**config.mk**
```make
export PLATFORM = sky130hd
export DESIGN_NAME = pc_sequencer
export DESIGN_NICKNAME = d
export VERILOG_FILES = /design/src/rtl/pc_sequencer.sv
export SDC_FILE = /design/constraint.sdc
export NUM_CORES = 1
export LEC_CHECK = 0
export ABC_AREA = 0
export BUFFER_PORTS_ARGS = -buffer_cell sky130_fd_sc_hd__buf_2
export CORE_MARGIN = 2
export CORE_UTILIZATION = 45
export CTS_BUF_LIST = sky130_fd_sc_hd__clkbuf_4
export CTS_CLUSTER_DIAMETER = 40
export DETAILED_ROUTE_END_ITERATION = 6
export PLACE_DENSITY = 0.81
export SYNTH_ARGS = -nofsm -noshare
export SYNTH_HDL_FRONTEND = slang
export SYNTH_SLANG_ARGS = --single-unit
```
**constraint.sdc**
```tcl
create_clock -name clk -period 7.3 [get_ports clk]
set_input_delay 0.73 -clock clk [delete_from_list [all_inputs] [get_ports clk]]
set_output_delay 0.73 -clock clk [all_outputs]
set_load 0.05 [all_outputs]
```
**src/rtl/pc_sequencer.sv**
```systemverilog
// pc_sequencer
// Multi-cycle fetch and next-PC sequencer for the MIPS-subset core. It fetches
// an instruction word into the instruction register, presents it for one
// execute cycle, and then picks the next PC. The choice uses the decoder's
// branch/bn/jump/brjmpcont outputs and the ALU flags. Memory-indirect
// transfers (taken bmz, jrsal) wait for the data-memory target before the PC
// is updated.
//
// Ports:
//   clk, reset            clock, asynchronous active-high reset
//   imem_req/addr/ack/rdata   instruction fetch handshake (addr == pc)
//   instr                 instruction register (opcode in [31:26])
//   exec                  one-cycle pulse: instruction in instr executes now
//   branch, bn, jump, brjmpcont   decoder control inputs
//   zero, neg             ALU flags of the executing instruction
//   dmem_req/ack/rdata    indirect-target read handshake
//   link                  pc + 4 (combinational), link-store write data
//   pc                    current PC
//   retired               count of completed instructions (wraps)
module pc_sequencer #(
    parameter logic [31:0] RESET_PC = 32'h0000_0000
) (
    input  logic        clk,
    input  logic        reset,
    output logic        imem_req,
    output logic [31:0] imem_addr,
    input  logic        imem_ack,
    input  logic [31:0] imem_rdata,
    output logic [31:0] instr,
    output logic        exec,
    input  logic        branch,
    input  logic        bn,
    input  logic        jump,
    input  logic [2:0]  brjmpcont,
    input  logic        zero,
    input  logic        neg,
    output logic        dmem_req,
    input  logic        dmem_ack,
    input  logic [31:0] dmem_rdata,
    output logic [31:0] link,
    output logic [31:0] pc,
    output logic [31:0] retired
);

    typedef enum logic [1:0] {
        ST_FETCH   = 2'b00,
        ST_EXEC    = 2'b01,
        ST_MEMWAIT = 2'b10
    } state_t;

    state_t      state_r;
    state_t      state_nxt_s;
    logic [31:0] pc_r;
    logic [31:0] pc_nxt_s;
    logic [31:0] instr_r;
    logic [31:0] instr_nxt_s;
    logic [31:0] retired_r;
    logic [31:0] retired_nxt_s;
    logic        exec_r;
    logic        dmem_req_r;

    logic [31:0] link_s;
    logic [31:0] br_off_s;
    logic [31:0] br_tgt_s;
    logic [31:0] jmp_tgt_s;
    logic        is_jrsal_s;
    logic        is_bmz_s;
    logic        indirect_s;

    // Target arithmetic; all adds wrap modulo 2^32.
    assign link_s     = pc_r + 32'd4;
    assign br_off_s   = {{14{instr_r[15]}}, instr_r[15:0], 2'b00};
    assign br_tgt_s   = link_s + br_off_s;
    assign jmp_tgt_s  = {link_s[31:28], instr_r[25:0], 2'b00};
    // Unlisted brjmpcont encodings fall through as "no special control".
    assign is_jrsal_s = (brjmpcont == 3'b100);
    assign is_bmz_s   = (brjmpcont == 3'b001);
    assign indirect_s = is_jrsal_s || (is_bmz_s && zero);

    // State, PC, instruction register, retire counter and phase flags.
    always_ff @(posedge clk or posedge reset) begin
        if (reset) begin
            state_r    <= ST_FETCH;
            pc_r       <= RESET_PC;
            instr_r    <= 32'h0000_0000;
            retired_r  <= 32'h0000_0000;
            exec_r     <= 1'b0;
            dmem_req_r <= 1'b0;
        end else begin
            state_r    <= state_nxt_s;
            pc_r       <= pc_nxt_s;
            instr_r    <= instr_nxt_s;
            retired_r  <= retired_nxt_s;
            exec_r     <= (state_nxt_s == ST_EXEC);
            dmem_req_r <= (state_nxt_s == ST_MEMWAIT);
        end
    end

    // Next-state and next-PC selection; in EXEC the first matching rule wins.
    always_comb begin
        state_nxt_s   = state_r;
        pc_nxt_s      = pc_r;
        instr_nxt_s   = instr_r;
        retired_nxt_s = retired_r;
        case (state_r)
            ST_FETCH: begin
                if (imem_ack) begin
                    instr_nxt_s = imem_rdata;
                    state_nxt_s = ST_EXEC;
                end else begin
                    state_nxt_s = ST_FETCH;
                end
            end
            ST_EXEC: begin
                if (indirect_s) begin
                    state_nxt_s = ST_MEMWAIT;
                end else begin
                    state_nxt_s   = ST_FETCH;
                    retired_nxt_s = retired_r + 32'd1;
                    // A not-taken bmz still outranks jump and branch.
                    if (is_bmz_s) begin
                        pc_nxt_s = link_s;
                    end else if (jump) begin
                        pc_nxt_s = jmp_tgt_s;
                    end else if ((branch && zero) || (bn && neg)) begin
                        pc_nxt_s = br_tgt_s;
                    end else begin
                        pc_nxt_s = link_s;
                    end
                end
            end
            ST_MEMWAIT: begin
                if (dmem_ack) begin
                    // Force word alignment of the memory-supplied target.
                    pc_nxt_s      = dmem_rdata & 32'hFFFF_FFFC;
                    retired_nxt_s = retired_r + 32'd1;
                    state_nxt_s   = ST_FETCH;
                end else begin
                    state_nxt_s = ST_MEMWAIT;
                end
            end
            default: begin
                state_nxt_s = ST_FETCH;
            end
        endcase
    end

    // The fetch request is the FETCH state itself, suppressed while reset is held.
    assign imem_req  = (state_r == ST_FETCH) && !reset;
    assign imem_addr = pc_r;
    assign instr     = instr_r;
    assign exec      = exec_r;
    assign dmem_req  = dmem_req_r;
    assign link      = link_s;
    assign pc        = pc_r;
    assign retired   = retired_r;

endmodule
```
* Yosys cells after proc, flatten, opt, wreduce, memory -nomap -nowiden
Cells that the tools add are included.
** Cells by class
- Shift operators :: 0
- Div/mod/pow operators :: 0
- Bitwise operators :: 0
- Order comparisons :: 0
- Reduce and logical (&&, ||, !) cells :: 11
- Muxes and demuxes :: 13
- Multiply operators :: 0
- Add/subtract/negate cells :: 3
- Equality and inequality tests :: 8
** Operator list (number)
- 32-bit 2-to-1 mux :: 7
- 32-bit one-hot mux with 2 select lines :: 2
- 32-bit by 1-bit adder with 32-bit output, second input constant :: 1
- 32-bit by 3-bit adder with 32-bit output, second input constant :: 1
- 32-bit adder :: 1
- 2-bit one-hot mux with 3 select lines :: 1
- 2-bit by 1-bit == test with 1-bit output, second input constant :: 2
- 2-bit == test, second input constant :: 2
- 1-bit logical AND :: 4
- 2-bit 2-to-1 mux :: 2
- 2-bit != test, second input constant :: 2
- 3-bit by 1-bit == test with 1-bit output, second input constant :: 1
- 3-bit == test, second input constant :: 1
- 3-bit AND reduction :: 1
- 2-bit logical NOT :: 1
- 1-bit logical OR :: 2
- 2-bit AND reduction :: 1
- 2-bit nonzero test :: 1
- 1-bit logical NOT :: 1
- 1-bit 2-to-1 mux :: 1
** Storage, ports and cells
- Memory bits (writable) :: 0
- Bits in registers :: 100
- Output and inout bits :: 163
- Memories kept :: 0
- Memory bits (read-only) :: 0
- Bits in latches :: 0
- Bits of input ports :: 76

* Longest topological paths before layout
- Depth after elaboration :: 7
- Gate-level depth with buffers :: 16

* Worst setup path before layout
Ideal clock, no wire load.
- Path kind :: register -> register
- Start :: reg pc_r[12], in the netlist imem_addr[12]
- End :: reg pc_r[31], in the netlist imem_addr[31]
- Path slack :: 2.546 ns
- Path buffers :: 0
- Period minus slack after synthesis :: 4.754 ns
- Cell stages (with the launch flop) :: 17
- Required time :: 7.207 ns
- Arrival :: 4.662 ns
- Setup time :: 0.093 ns
- Path through :: dfrtp_1 and4_1 and3_1 nand3_1 nor2_1 nand3_1 xnor2_1 ha_1 nand2_1 nor2_1 a211o_1 a21oi_1 o31ai_4 a311oi_1 xnor2_1 and3_1 o31ai_2
** Between the ends
- Longest elaborated chain between the ends :: 7
** Ends and longest elaborated chain
- start: declaration :: line 53 : logic [31:0] pc_r;
- start signal: assignment :: line 91 : pc_r <= pc_nxt_s;
- 32-bit by 3-bit adder with 32-bit output :: line 71 : assign link_s = pc_r + 32'd4;
- via link[22] :: line 40 : output logic [31:0] link,
- 32-bit adder :: line 73 : assign br_tgt_s = link_s + br_off_s;
- 32-bit 2-to-1 mux :: line 125 : end else if ((branch && zero) || (bn && neg)) begin
- 32-bit 2-to-1 mux :: line 123 : end else if (jump) begin
- 32-bit 2-to-1 mux :: line 121 : if (is_bmz_s) begin
- 32-bit 2-to-1 mux :: line 115 : if (indirect_s) begin
- 32-bit one-hot mux with 2 select lines :: line 105 : case (state_r)
The timed path passes the listed nets, and every way through them passes these cells. The select of a mux whose other input is x is not followed.
A chain may end at the register's enable or synchronous reset.

* Worst setup path after layout
- Start :: reg pc_r[2], in the netlist imem_addr[2]
- End :: reg pc_r[31], in the netlist imem_addr[31]
** Between the ends
- Longest elaborated chain between the ends :: 7
** Ends and longest elaborated chain (line)
- 32-bit by 3-bit adder with 32-bit output (*) :: 71
- 32-bit adder :: 73
- 32-bit 2-to-1 mux :: 125
- 32-bit 2-to-1 mux :: 123
- 32-bit 2-to-1 mux (*) :: 121
- 32-bit 2-to-1 mux (*) :: 115
- 32-bit one-hot mux with 2 select lines (*) :: 105
Mark *: on every way between the ends. The rest lies on a longest branch, timed or not. The select of a mux whose other input is x is not followed.

==> results.py <==
metrics = {
    "place": {
        "gp_congestion": 0.9115,
        "dpl_cell_area_um2": 7944,
        "io_buffers": 230,
        "dp_slack_ns": 3.093,
        "place_inst": 1120,
        "dpl.hpwl_um": 14960,
    },
    "worst_setup_path": {
        "worstRegToRegCells": 15,
        "critPathBufInv": 0,
        "cp-end-kind": "flip-flop",
        "critPathLaunchType": "flip-flop",
        "r2r-end": "imem_addr[31]",
        "reg2reg_setup_slack_ns": 3.01,
        "cp.required_ns": 7.71,
        "slowest_delay_ns": 0.57,
        "cpMaxStageDelayCell": "dfrtp_1",
        "path_cells": "ha_1, nand2_1, nor2_1, nand4_1, xnor2_1, ha_1, nand2_1, o311ai_4, a221oi_2, a211o_1, o31ai_4, a311oi_1, xnor2_1, and3_1, o31ai_2",
        "critical_path_class": "flip-flop to flip-flop",
        "cp.arrival_ns": 4.70,
        "crit_fanout": 9,
        "r2r_start": "imem_addr[2]",
        "cp.depth": 15,
        "critPathTopFamily": "compound AO/OA/AOI/OAI gates",
    },
    "grt": {
        "grt_use_total_pct": 24.77,
        "grt_max_degree": 55,
        "grt_pass1_wl_um": 31740,
        "grt_overflow": 0,
        "grt_pass1_vias": 6064,
        "antenna_found_initial": 2,
    },
    "detailed_routing": {
        "vias": 6499,
        "viasPerCell": 5.711,
        "drc": 1,
        "drt-total-wl_um": 20490,
        "ant_nets": 0,
        "wl_per_cell_um": 18.00,
        "drt-pass1-iter-count": 7,
        "dr.first_iter.drc_count": 493,
    },
    "die": {
        "ioPinCount": 239,
        "rows": 45,
        "initial_core_util_pct": 45.59,
        "die_area_um2": 16230,
        "die_y_um": 127.4,
        "design.core.area_um2": 15030,
        "die_w_um": 127.4,
    },
    "finish": {
        "final_cell_mix": "230 x buf_2, 98 x dfrtp_1, 71 x nor2_1",
        "nNetsFinal": 1061,
        "layout_commonest_cell": "buf_2",
        "drive_above_1_share_pct": 31.12,
        "area_growth_pct": 18.15,
        "fin_cells": 1138,
        "utilization_pct": 53.87,
        "design_area_um2": 8098,
    },
    "timing": {
        "relSlewSlack_pct": 27.15,
        "hold_violations": 0,
        "finalCritPeriodShare_pct": 58.76,
        "whs_ns": 0.3189,
        "timing.fmax_mhz": 233.1,
        "drv_slew": 0,
        "finalSetupViolCount": 0,
        "final.setup.tns_ns": 0,
        "period_minus_slack_ns": 4.289,
        "fin_worst_skew_ns": 0.02023,
        "rsz0062_at_grt": "no",
        "worst_slack_ns": 3.011,
        "worst_slew_pin_slew_ns": 1.089,
    },
    "power": {
        "ir_drop_v": 0.0003555,
        "switchingPower_mw": 2.447,
        "clockPowerShare_pct": 8.1,
        "power_mw": 4.042,
        "p_seq_share_pct": 22.1,
        "p_leak_nw": 3.923,
        "sw_frac_of_total_pct": 60.53,
        "internal-power_mw": 1.595,
        "combPwrFrac_pct": 69.8,
        "powerDensity_nw_per_um2": 499.2,
    },
    "yosys": {
        "ys_seq_area_share_pct": 35.78,
        "ys_seq_elements": 98,
        "synth_area_um2": 6854,
        "syn_avg_cell_area_um2": 9.114,
        "yosysWarnings": 0,
        "synthFlopType": "dfrtp_1",
        "postSynthCellCount": 752,
        "yosysUniqueCellTypes": 56,
        "synthArstFlopShare_pct": 100.0,
        "synth_edf_count": 0,
    },
    "clock_network": {
        "clock_latency_ns": 0.49,
        "cts_root_buf": "clkbuf_4",
        "cts_setup_buffers": 0,
        "cts_max_path_buffers": 2,
        "h-tree-depth": 3,
        "cts.repair.resized": 0,
        "hold_buffers": 0,
        "clk_pin_slew_ns": 0.18,
        "cts_buffers": 9,
        "clock-sinks": 98,
        "cts_tree": "yes",
    },
    "outcome": {
        "outcome": "finished with violations",
        "violations": "design-rule violations",
    },
    "min_path": {
        "hold_class": "primary input to asynchronous set/reset pin",
    },
    "flow_run": {
        "drv_cap": 0,
    },
}
[worst max path at each step]
stage | start | end | slack [ns]
2_1_floorplan | imem_addr[12] | imem_addr[31] | 2.55
5_1_grt | imem_addr[4] | imem_addr[29] | 2.72
4_1_cts | imem_addr[2] | imem_addr[31] | 3.04
6_report | imem_addr[2] | imem_addr[31] | 3.01
3_5_place_dp | imem_addr[2] | imem_addr[31] | 3.09
3_3_place_gp | imem_addr[4] | imem_addr[31] | 3.13
[area by class of cell]
type                    instances  area, um2
diodes                          2      5.005
clock buffers                  10      75.07
clock inverters                 6      73.82
fillers                      1350       6935
inverters                      18      70.07
multi-input cells             580       3990
flip-flops and latches         98       2452
well taps                     188      235.2
repair buffers                236       1196
[sequential cells by signal (all words and copies together) (netlist names)]
name and flops:
instr 32, retired 32, imem_addr 30, state_r 2, dmem_req 1, exec 1
[layer usage]
| metal | vias to the layer above | global-route usage, % | share of wire, % |
|---|---|---|---|
| met5 | - | 0 | 0 |
| li1 | 3072 | - | - |
| met1 | 3095 | 33.17 | 43 |
| met3 | 39 | 3.978 | 7.2 |
| met4 | 0 | 10.41 | 2.7 |
| met2 | 293 | 39.98 | 47 |
[Yosys cell counts (2+ instances only)]
master	count	area [um2]
a31oi_1	6	37.54
nand4_1	22	137.6
o41a_1	3	33.78
nor2_1	71	266.5
or4_1	2	15.01
o21ai_1	9	45.04
o31a_1	3	26.28
o221ai_1	8	70.07
a221oi_1	12	105.1
ha_1	41	513.0
inv_2	2	7.510
and4_1	6	52.55
or3_1	6	37.54
xnor2_1	64	560.5
o21a_1	2	15.01
and3_1	19	118.9
mux2i_1	2	20.02
inv_1	16	60.06
dfrtp_1	98	2452
o31ai_1	2	15.01
nor3_1	7	35.03
nor2b_1	6	37.54
o21bai_1	3	22.52
nand2_1	66	247.7
nand3_1	24	120.1
o211ai_1	2	15.01
o22ai_1	6	37.54
buf_4	36	270.3
nand2b_1	3	18.77
o21ai_0	38	190.2
a21oi_1	45	225.2
a41oi_1	2	17.52
a211o_1	3	26.28
xor2_1	18	157.7
a21o_1	12	90.09
clkbuf_1	24	90.09
a22oi_1	4	30.03
a211oi_1	7	52.55
and2_1	3	18.77
mux2_2	33	371.6
[kinds of logic after synthesis]
group	after synthesis	synth area share [%]
buffers and inverters	79	6.316
flip-flops	98	35.78
AND/OR/NAND/NOR	237	16.36
adder cells (fa/ha/maj)	42	7.777
multiplexers	35	5.714
other	1	0.05471
AO/OA/AOI/OAI	178	17.52
XOR/XNOR	82	10.48
[power groups by stage]
stage | sequential [mW] | clock [mW] | combinational, mW
2_1_floorplan | 1.31 | 0 | 1.87
3_3_place_gp | 0.892 | 0 | 2.77
3_5_place_dp | 0.898 | 0 | 2.80
4_1_cts | 0.888 | 0.333 | 2.81
5_1_grt | 0.918 | 0.351 | 3.01
6_report | 0.892 | 0.327 | 2.82
Power figures use the tool's default switching activity.
